===== src/rtl/trig_pkg.sv =====
// Shared definitions for the trigger capture controller: state encoding and parameter bounds.
package trig_pkg;

  typedef enum logic [2:0] {
    ST_IDLE  = 3'd0,
    ST_PRE   = 3'd1,
    ST_ARMED = 3'd2,
    ST_POST  = 3'd3,
    ST_DONE  = 3'd4
  } state_t;

  localparam int DEF_ADDR_W  = 10;
  localparam int PRE_CNT_MIN = 1;

  // At least one slot must remain for the trigger sample itself.
  function automatic int pre_cnt_max(input int addr_w);
    return (1 << addr_w) - 1;
  endfunction

endpackage


===== src/rtl/trig_align_dly.sv =====
// WIDTH x DEPTH shift register; delays din by DEPTH cycles (DEPTH=0 is a wire). No backpressure.
module trig_align_dly #(
  parameter int WIDTH = 8,
  parameter int DEPTH = 2
) (
  input  logic             clk,
  input  logic             rst,
  input  logic [WIDTH-1:0] din,
  output logic [WIDTH-1:0] dout
);

  generate
    if (DEPTH == 0) begin : g_pass
      assign dout = din;
    end else begin : g_sr
      logic [WIDTH-1:0] sr [DEPTH];

      always_ff @(posedge clk) begin
        if (rst) begin
          for (int i = 0; i < DEPTH; i++) sr[i] <= '0;
        end else begin
          sr[0] <= din;
          for (int i = 1; i < DEPTH; i++) sr[i] <= sr[i-1];
        end
      end

      assign dout = sr[DEPTH-1];
    end
  endgenerate

endmodule


===== src/rtl/trig_capture_ctrl.sv =====
// Pre/post-trigger capture into a circular RAM; all control outputs registered, WrData = Din delayed ALIGN_DLY.
// Optional macro TRIG_FORCE_EN adds the ForceTrig input and Forced flag. No backpressure: one write per cycle.
module trig_capture_ctrl
  import trig_pkg::*;
#(
  parameter int CH_NUM    = 8,
  parameter int ADDR_W    = DEF_ADDR_W,
  parameter int PRE_CNT   = 256,
  parameter int ALIGN_DLY = 2
) (
  input  logic              CLK,
  input  logic              RST,
  input  logic              Arm,
  input  logic              Abort,
  input  logic [CH_NUM-1:0] ResTri,
  input  logic [CH_NUM-1:0] Din,
`ifdef TRIG_FORCE_EN
  input  logic              ForceTrig,
  output logic              Forced,
`endif
  output logic [ADDR_W-1:0] WrAddr,
  output logic              WrEn,
  output logic [CH_NUM-1:0] WrData,
  output logic              TrigEN,
  output logic              Triggered,
  output logic [ADDR_W-1:0] TrigAddr,
  output logic              Done,
  output logic              Busy
);

  localparam int DEPTH = 1 << ADDR_W;
  // Out-of-range PRE_CNT is clamped so the window still fits the RAM exactly once.
  localparam int PRE_N = (PRE_CNT < PRE_CNT_MIN)         ? PRE_CNT_MIN :
                         (PRE_CNT > pre_cnt_max(ADDR_W)) ? pre_cnt_max(ADDR_W) : PRE_CNT;
  localparam int POST_N = DEPTH - PRE_N - 1;
  localparam logic [ADDR_W-1:0] PRE_LAST  = ADDR_W'(PRE_N - 1);
  localparam logic [ADDR_W-1:0] POST_LAST = ADDR_W'(POST_N - 1);

  state_t            st;
  logic [ADDR_W-1:0] pre_cnt;
  logic [ADDR_W-1:0] post_cnt;
  logic              rearm;
  logic              hit;
  logic              trig_fire;
  logic              go_idle;

  assign hit = &ResTri;

`ifdef TRIG_FORCE_EN
  logic force_pend;
  assign trig_fire = hit | ForceTrig | force_pend;
`else
  assign trig_fire = hit;
`endif

  // Abort from any active state, or Arm in DONE (which re-arms after one IDLE cycle).
  assign go_idle = (Abort && (st != ST_IDLE)) || ((st == ST_DONE) && Arm);

  trig_align_dly #(
    .WIDTH (CH_NUM),
    .DEPTH (ALIGN_DLY)
  ) u_align (
    .clk  (CLK),
    .rst  (RST),
    .din  (Din),
    .dout (WrData)
  );

  always_ff @(posedge CLK) begin
    if (RST) begin
      st        <= ST_IDLE;
      WrAddr    <= '0;
      WrEn      <= 1'b0;
      TrigEN    <= 1'b0;
      Triggered <= 1'b0;
      TrigAddr  <= '0;
      Done      <= 1'b0;
      Busy      <= 1'b0;
      pre_cnt   <= '0;
      post_cnt  <= '0;
      rearm     <= 1'b0;
`ifdef TRIG_FORCE_EN
      Forced     <= 1'b0;
      force_pend <= 1'b0;
`endif
    end else if (go_idle) begin
      st        <= ST_IDLE;
      WrEn      <= 1'b0;
      TrigEN    <= 1'b0;
      Busy      <= 1'b0;
      Triggered <= 1'b0;
      Done      <= 1'b0;
      WrAddr    <= '0;
      pre_cnt   <= '0;
      rearm     <= !Abort;
`ifdef TRIG_FORCE_EN
      Forced     <= 1'b0;
      force_pend <= 1'b0;
`endif
    end else begin
      case (st)
        ST_IDLE: begin
          WrAddr    <= '0;
          pre_cnt   <= '0;
          Triggered <= 1'b0;
          Done      <= 1'b0;
          if (Arm || rearm) begin
            st    <= ST_PRE;
            WrEn  <= 1'b1;
            Busy  <= 1'b1;
            rearm <= 1'b0;
          end
        end
        ST_PRE: begin
          WrAddr  <= WrAddr + 1'b1;
          pre_cnt <= pre_cnt + 1'b1;
          if (pre_cnt == PRE_LAST) begin
            st     <= ST_ARMED;
            TrigEN <= 1'b1;
          end
`ifdef TRIG_FORCE_EN
          force_pend <= force_pend | ForceTrig;
`endif
        end
        ST_ARMED: begin
          WrAddr <= WrAddr + 1'b1;
          if (trig_fire) begin
            TrigAddr  <= WrAddr;
            Triggered <= 1'b1;
            TrigEN    <= 1'b0;
            post_cnt  <= '0;
`ifdef TRIG_FORCE_EN
            Forced     <= !hit;
            force_pend <= 1'b0;
`endif
            if (POST_N == 0) begin
              st   <= ST_DONE;
              WrEn <= 1'b0;
              Busy <= 1'b0;
              Done <= 1'b1;
            end else begin
              st <= ST_POST;
            end
          end
        end
        ST_POST: begin
          WrAddr   <= WrAddr + 1'b1;
          post_cnt <= post_cnt + 1'b1;
          if (post_cnt == POST_LAST) begin
            st   <= ST_DONE;
            WrEn <= 1'b0;
            Busy <= 1'b0;
            Done <= 1'b1;
          end
        end
        ST_DONE: begin
          WrEn <= 1'b0;
        end
        default: st <= ST_IDLE;
      endcase
    end
  end

endmodule


===== config.mk =====
export PLATFORM = sky130hd
export DESIGN_NAME = trig_capture_ctrl
export DESIGN_NICKNAME = d
export VERILOG_FILES = /design/src/rtl/trig_pkg.sv /design/src/rtl/trig_align_dly.sv /design/src/rtl/trig_capture_ctrl.sv
export SDC_FILE = /design/constraint.sdc
export NUM_CORES = 1
export LEC_CHECK = 0
export BUFFER_PORTS_ARGS = -buffer_cell sky130_fd_sc_hd__buf_4
export CAP_MARGIN = 10
export CORE_MARGIN = 4
export CORE_UTILIZATION = 50
export DETAILED_ROUTE_END_ITERATION = 8
export PLACE_DENSITY_LB_ADDON = 0.25
export REMOVE_ABC_BUFFERS = 1
export SKIP_CTS_REPAIR_TIMING = 1
export SLEW_MARGIN = 10
export SYNTH_ARGS = -nofsm -noshare
export SYNTH_HDL_FRONTEND = slang
export SYNTH_HIERARCHICAL = 1
export SYNTH_SLANG_ARGS = --single-unit
export TNS_END_PERCENT = 100

===== constraint.sdc =====
create_clock -name CLK -period 4.9 [get_ports CLK]
set_input_delay 0.49 -clock CLK [delete_from_list [all_inputs] [get_ports CLK]]
set_output_delay 0.49 -clock CLK [all_outputs]
set_load 0.02 [all_outputs]

# After elaboration in Yosys (flattened, before gate mapping)
# Memories as Yosys holds them, arrays and structs flattened.
# Cells that the tools add are included.
[op_classes] n_bitwise=4 n_reduce_logical=28 mux=28 eq_ne=10 n_addsub=3
[ops] op="10-bit case mux with 2 select lines" count=3
[ops] op="10-bit by 1-bit adder with 10-bit output, second input constant" count=3
[ops] op="8-bit two-way mux" count=2
[ops] op="2-bit nonzero test" count=8
[ops] op="3-bit case mux with 5 select lines" count=1
[ops] op="1-bit two-way mux" count=12
[ops] op="3-bit two-way mux" count=4
[ops] op="3-bit AND reduction" count=4
[ops] op="10-bit == test, second input constant" count=1
[ops] op="10-bit by 8-bit == test with 1-bit output, second input constant" count=1
[ops] op="10-bit two-way mux" count=1
[ops] op="10-bit AND reduction" count=1
[ops] op="2-bit inequality test, second input constant" count=4
[ops] op="1-bit case mux with 2 select lines" count=4
[ops] op="8-bit AND reduction" count=1
[ops] op="3-bit by 2-bit == test with 1-bit output, second input constant" count=2
[ops] op="2-bit AND reduction" count=3
[ops] op="3-bit nonzero test" count=2
[ops] op="5-bit AND reduction" count=1
[ops] op="3-bit by 1-bit == test with 1-bit output, second input constant" count=1
[ops] op="3-bit == test, second input constant" count=1
[ops] op="3-bit logical NOT" count=1
[ops] op="1-bit case mux with 3 select lines" count=1
[ops] op="3-bit OR reduction" count=1
[ops] op="6 further kinds" count=10
[word_totals] inputBits=20 reg_bits=49 elab_cells=85 out_inout_bits=33 n_memories=1 ramBits=16
[memory_table] name="u_align.g_sr.sr" words=2 word_bits=8 read_ports=2 rd_clocked_by_memory_dff=0 wr=2 line_no="trig_align_dly.sv:16" text="logic [WIDTH-1:0] sr [DEPTH];"

# Depth between registers and ports, before layout
[logic_depth] ltp_word=5 mapped_depth=8 mapped_depth_nobuf=6

# Hierarchy
# Netlist, hierarchy kept.
[modules_own_cells] mod="trig_capture_ctrl" area_per_inst_um2=2338.5 seq_area_each_um2=980.9 cells_per_inst=281 n_inst=1
[modules_own_cells] mod="trig_align_dly" area_per_inst_um2=524.3 seq_area_each_um2=320.3 cells_per_inst=41 n_inst=1

# Worst setup path before layout
# No wires, ideal clock.
[synth_path] kind="input to register" from="input Abort" to="register post_cnt[7]" setup_ns=0.115 cell_stages=5 path_buffers=1 arrival_ns=1.620 required_time_ns=4.785 setup_slack_ns=3.165 path_cell_list="or3b_4 > or4_4 > nand2b_2 > buf_6 > o21ba_1"
[synth_via] elab_chain_cells=4
[synth_rtl] element="from (decl)" line_no="trig_capture_ctrl.sv:14" text="input logic Abort,"
[synth_rtl] element="1-bit logical AND" line_no="trig_capture_ctrl.sv:57" text="assign go_idle = (Abort && (st != ST_IDLE)) || ((st == ST_DONE) && Arm);"
[synth_rtl] element="1-bit logical OR" line_no="trig_capture_ctrl.sv:57"
[synth_rtl] element="1-bit NOT (no line)"
[synth_rtl] element="3-bit AND reduction (no line)"
[synth_rtl] element="to (signal assigned)" line_no="trig_capture_ctrl.sv:148" text="post_cnt <= post_cnt + 1'b1;"
[synth_rtl] element="to (decl)" line_no="trig_capture_ctrl.sv:41" text="logic [ADDR_W-1:0] post_cnt;"
# Every way passes these cells.
# A chain may end at the register's enable or synchronous reset.

# Worst setup path in the final report
[layout_path] from="register st[1]" to="register post_cnt[7]"
[layout_via] elab_chain_cells=5 word_cells_on_any_way=12 classes_between="4 x eq/ne; 1 x mux; 1 x bitwise; 6 x reduce/logical"
[layout_rtl] element="from (decl)" line_no="trig_capture_ctrl.sv:39" text="state_t st;"
[layout_rtl] element="from (signal assigned)" line_no="trig_capture_ctrl.sv:71" text="st <= ST_IDLE;"
[layout_rtl] element="from (signal assigned)" line_no="trig_capture_ctrl.sv:87" text="st <= ST_IDLE;"
[layout_rtl] element="from (signal assigned)" line_no="trig_capture_ctrl.sv:108" text="st <= ST_PRE;"
[layout_rtl] element="3-bit == test / 3-bit nonzero test (equally long branches)" line_no="trig_capture_ctrl.sv:57"
[layout_rtl] element="1-bit logical AND" line_no="trig_capture_ctrl.sv:57"
[layout_rtl] element="1-bit logical OR" line_no="trig_capture_ctrl.sv:57"
[layout_rtl] element="1-bit NOT (no line)"
[layout_rtl] element="3-bit AND reduction (no line)"
# Several ways; a longest one is shown, not always the timed one.

==> impl_metrics.env <==
export IMPL_die_y_um=83.7
export IMPL_ys_types=52
export IMPL_wire_per_inst_um=14.3
export IMPL_grt_overflow=0
export IMPL_crit_type="reg -> reg"
export IMPL_coreArea_mm2=0.00554
export IMPL_post_route_period_util_pct=43.2
export IMPL_crit_slowest_cell="dfxtp_1"
export IMPL_start_util_pct=51.7
export IMPL_nets=384
export IMPL_clk_latency_ns=0.34
export IMPL_syn_inst=322
export IMPL_syn_area_per_cell_um2=8.89
export IMPL_grt_usage_pct=18.2
export IMPL_crit_buf_inv=0
export IMPL_totalWireLength_um=6250
export IMPL_setup_violations=0
export IMPL_start_kind="flop"
export IMPL_dpl_hpwl_um=4360
export IMPL_cts_sinks=65
export IMPL_die_area_mm2=0.00700
export IMPL_grt_max_degree=35
export IMPL_first_iter_violations=105
export IMPL_via_per_inst=5.53
export IMPL_hold_viol=0
export IMPL_crit_cells=4
export IMPL_ys_seq_area_share_pct=45.5
export IMPL_vias=2415
export IMPL_crit_chain="or3b_4 > or4_4 > nand2b_2 > o21ba_1"
export IMPL_route_antenna_remaining_nets=0
export IMPL_dr_pass1_iters=4
export IMPL_cellPowerDensity_mw_per_mm2=316
export IMPL_setup_tns_ns=0
export IMPL_synth_edff_count=0
export IMPL_area_growth_pct=18.3
export IMPL_cts_buffers=9
export IMPL_worst_ep_arrival_time_ns=2.35
export IMPL_antennaDiodeCount=0
export IMPL_rows=27
export IMPL_min_path_type="in -> reg"
export IMPL_max_slew_margin_pct=56.2
export IMPL_hp_start="Din[5]"
export IMPL_io_buffers=52
export IMPL_clockBufferDepth=2
export IMPL_ff_latch_area_mm2=0.00130
export IMPL_p_total_uw=1070
export IMPL_multi_input_area_mm2=0.00138
export IMPL_root_buffer="clkbuf_8"
export IMPL_cpLargestDelayFamily="simple AND/OR/NAND/NOR gates"
export IMPL_post_route_min_period_ns=2.11
export IMPL_gp_congestion=0.821
export IMPL_required_ns=5.14
export IMPL_outcome="finished clean"
export IMPL_yosysWarnings=6
export IMPL_p_leak_uw=0.00125
export IMPL_r2r_end="post_cnt[7]$_SDFFE_PP0P_"
export IMPL_min_to="u_align/g_sr.sr[0][5]$_SDFF_PP0_"
export IMPL_grt_pass1_vias=2408
export IMPL_reg2reg_depth=4
export IMPL_clk_pin_slew_ns=0.08
export IMPL_slew_viol_final=0
export IMPL_hold_depth=2
export IMPL_max_cap_violations=0
export IMPL_grt_setup_unrepaired="false"
export IMPL_dp_cells=421
export IMPL_crit_fanout=15
export IMPL_tightestPinTransition_ns=0.657
export IMPL_ys_ff_latch=65
export IMPL_cts_htree_levels=3
export IMPL_r2r_start="st[1]$_SDFFE_PP0P_"
export IMPL_fillCellCount=486
export IMPL_ff2ff_setup_slack_ns=2.79
export IMPL_die_width_um=83.7
export IMPL_grt_pass1_wl_um=10600
export IMPL_end_kind="flop"
export IMPL_drc_errors=0
export IMPL_netlist_area_mm2=0.00286
export IMPL_ir_drop_mv=0.157
export IMPL_layout_drive_gt1_share_pct=25.2
export IMPL_ys_flop_type="dfxtp_1"
export IMPL_async_reset_ff_share_pct=0
export IMPL_finClkSkew_ns=0.0127
export IMPL_ios=53
export IMPL_layoutNonFillerInstCount=437
export IMPL_max_freq_mhz=473
export IMPL_cpPeakStageDelay_ns=0.59
export IMPL_cts_tree="yes"
export IMPL_antenna_found_initial=0
-- cells in the mapped netlist, drive strengths merged (4+ instances only) --
cell type | count | area [um^2]
nor4 | 4 | 40.0
nand4 | 8 | 50.1
inv | 5 | 18.8
o31ai | 7 | 52.6
o21ai | 11 | 58.8
buf | 17 | 129
nand2 | 36 | 135
nor2b | 13 | 98.9
a21oi | 36 | 180
or4 | 10 | 78.8
nor3 | 6 | 30.0
ha | 4 | 50.1
dfxtp | 65 | 1300
and2b | 6 | 52.6
or3 | 9 | 56.3
clkbuf | 8 | 30.0
nor2 | 25 | 93.8
xnor2 | 6 | 52.6
nand3 | 8 | 40.0
-- layout by cell type, fill, tap and decap left out, drive strengths merged, types with 8 or more instances in the layout --
cell / Yosys / routed
buf: 17 / 52
or4: 10 / 10
a21oi: 36 / 36
nor2: 25 / 25
dfxtp: 65 / 65
nand3: 8 / 8
o21ai: 11 / 11
nand4: 8 / 8
or3: 9 / 9
clkbuf: 8 / 9
nand2: 36 / 36
nor2b: 13 / 13
-- how the worst max path moves through the flow --
| stage | slack (ns) | startpoint | end |
|---|---|---|---|
| floorplan | 3.03 | st[1]$_SDFFE_PP0P_ | post_cnt[7]$_SDFFE_PP0P_ |
| global placement | 2.79 | Abort | post_cnt[7]$_SDFFE_PP0P_ |
| detailed placement | 2.76 | Abort | post_cnt[7]$_SDFFE_PP0P_ |
| CTS | 2.77 | st[1]$_SDFFE_PP0P_ | post_cnt[7]$_SDFFE_PP0P_ |
| global route | 2.67 | st[2]$_SDFFE_PP0P_ | WrEn$_SDFFE_PP0P_ |
| finish | 2.79 | st[1]$_SDFFE_PP0P_ | post_cnt[7]$_SDFFE_PP0P_ |
-- kinds of logic after synthesis --
group                      Yosys count  share of synthesized area, %
AOI/OAI and AO/OA                   68                          14.5
xor gates and xnor gates             8                          2.45
adders and majority gates            4                          1.75
buffers and inverters               30                          6.21
DFF                                 65                          45.5
muxes                                1                         0.393
and+or+nand+nor                    146                          29.2
-- metal layers --
metal	up-vias	track usage (%)	wire (um)
met1	1130	22.1	2710
met4	0	6.87	62
li1	1210	-	-
met5	-	0	0
met2	70	30.3	3110
met3	5	5.43	364
-- power by group --
group          total, uW  switching [uW]  internal (uW)
logic               67.3            37.9           29.3
registers            546            8.00            538
clock network        457             218            239
-- flip-flops by register name, summed over array words and instances (netlist names) --
name,flops
WrEn,1
Busy,1
Done,1
st,3
rearm,1
WrAddr,10
Triggered,1
TrigEN,1
u_align/g_sr.sr,16
post_cnt,10
pre_cnt,10
TrigAddr,10
-- cell type report --
| cell class | instances | area share [%] |
|---|---|---|
| Inverter | 5 | 0.554 |
| Tap cell | 72 | 2.66 |
| Clock buffer | 9 | 3.66 |
| Clock inverter | 7 | 2.29 |
| Sequential cell | 65 | 38.4 |
| Multi-Input combinational cell | 227 | 40.9 |
| Timing Repair Buffer | 52 | 11.5 |
-- metrics by stage --
stage | cell area, um^2 | util, % | setup slack, ns | hold slack (ns)
after detailed placement | 3180 | 57.5 | 2.76 | 0.423
after CTS | 3390 | 61.1 | 2.77 | 0.344
after global routing | 3390 | 61.1 | 2.67 | 0.341
after global placement | 3180 | 57.5 | 2.79 | 0.415
after floorplan | 2700 | - | 3.03 | 0.414
final | 3390 | 61.1 | 2.79 | 0.354
Note: power is estimated with default switching activity, not from simulation.
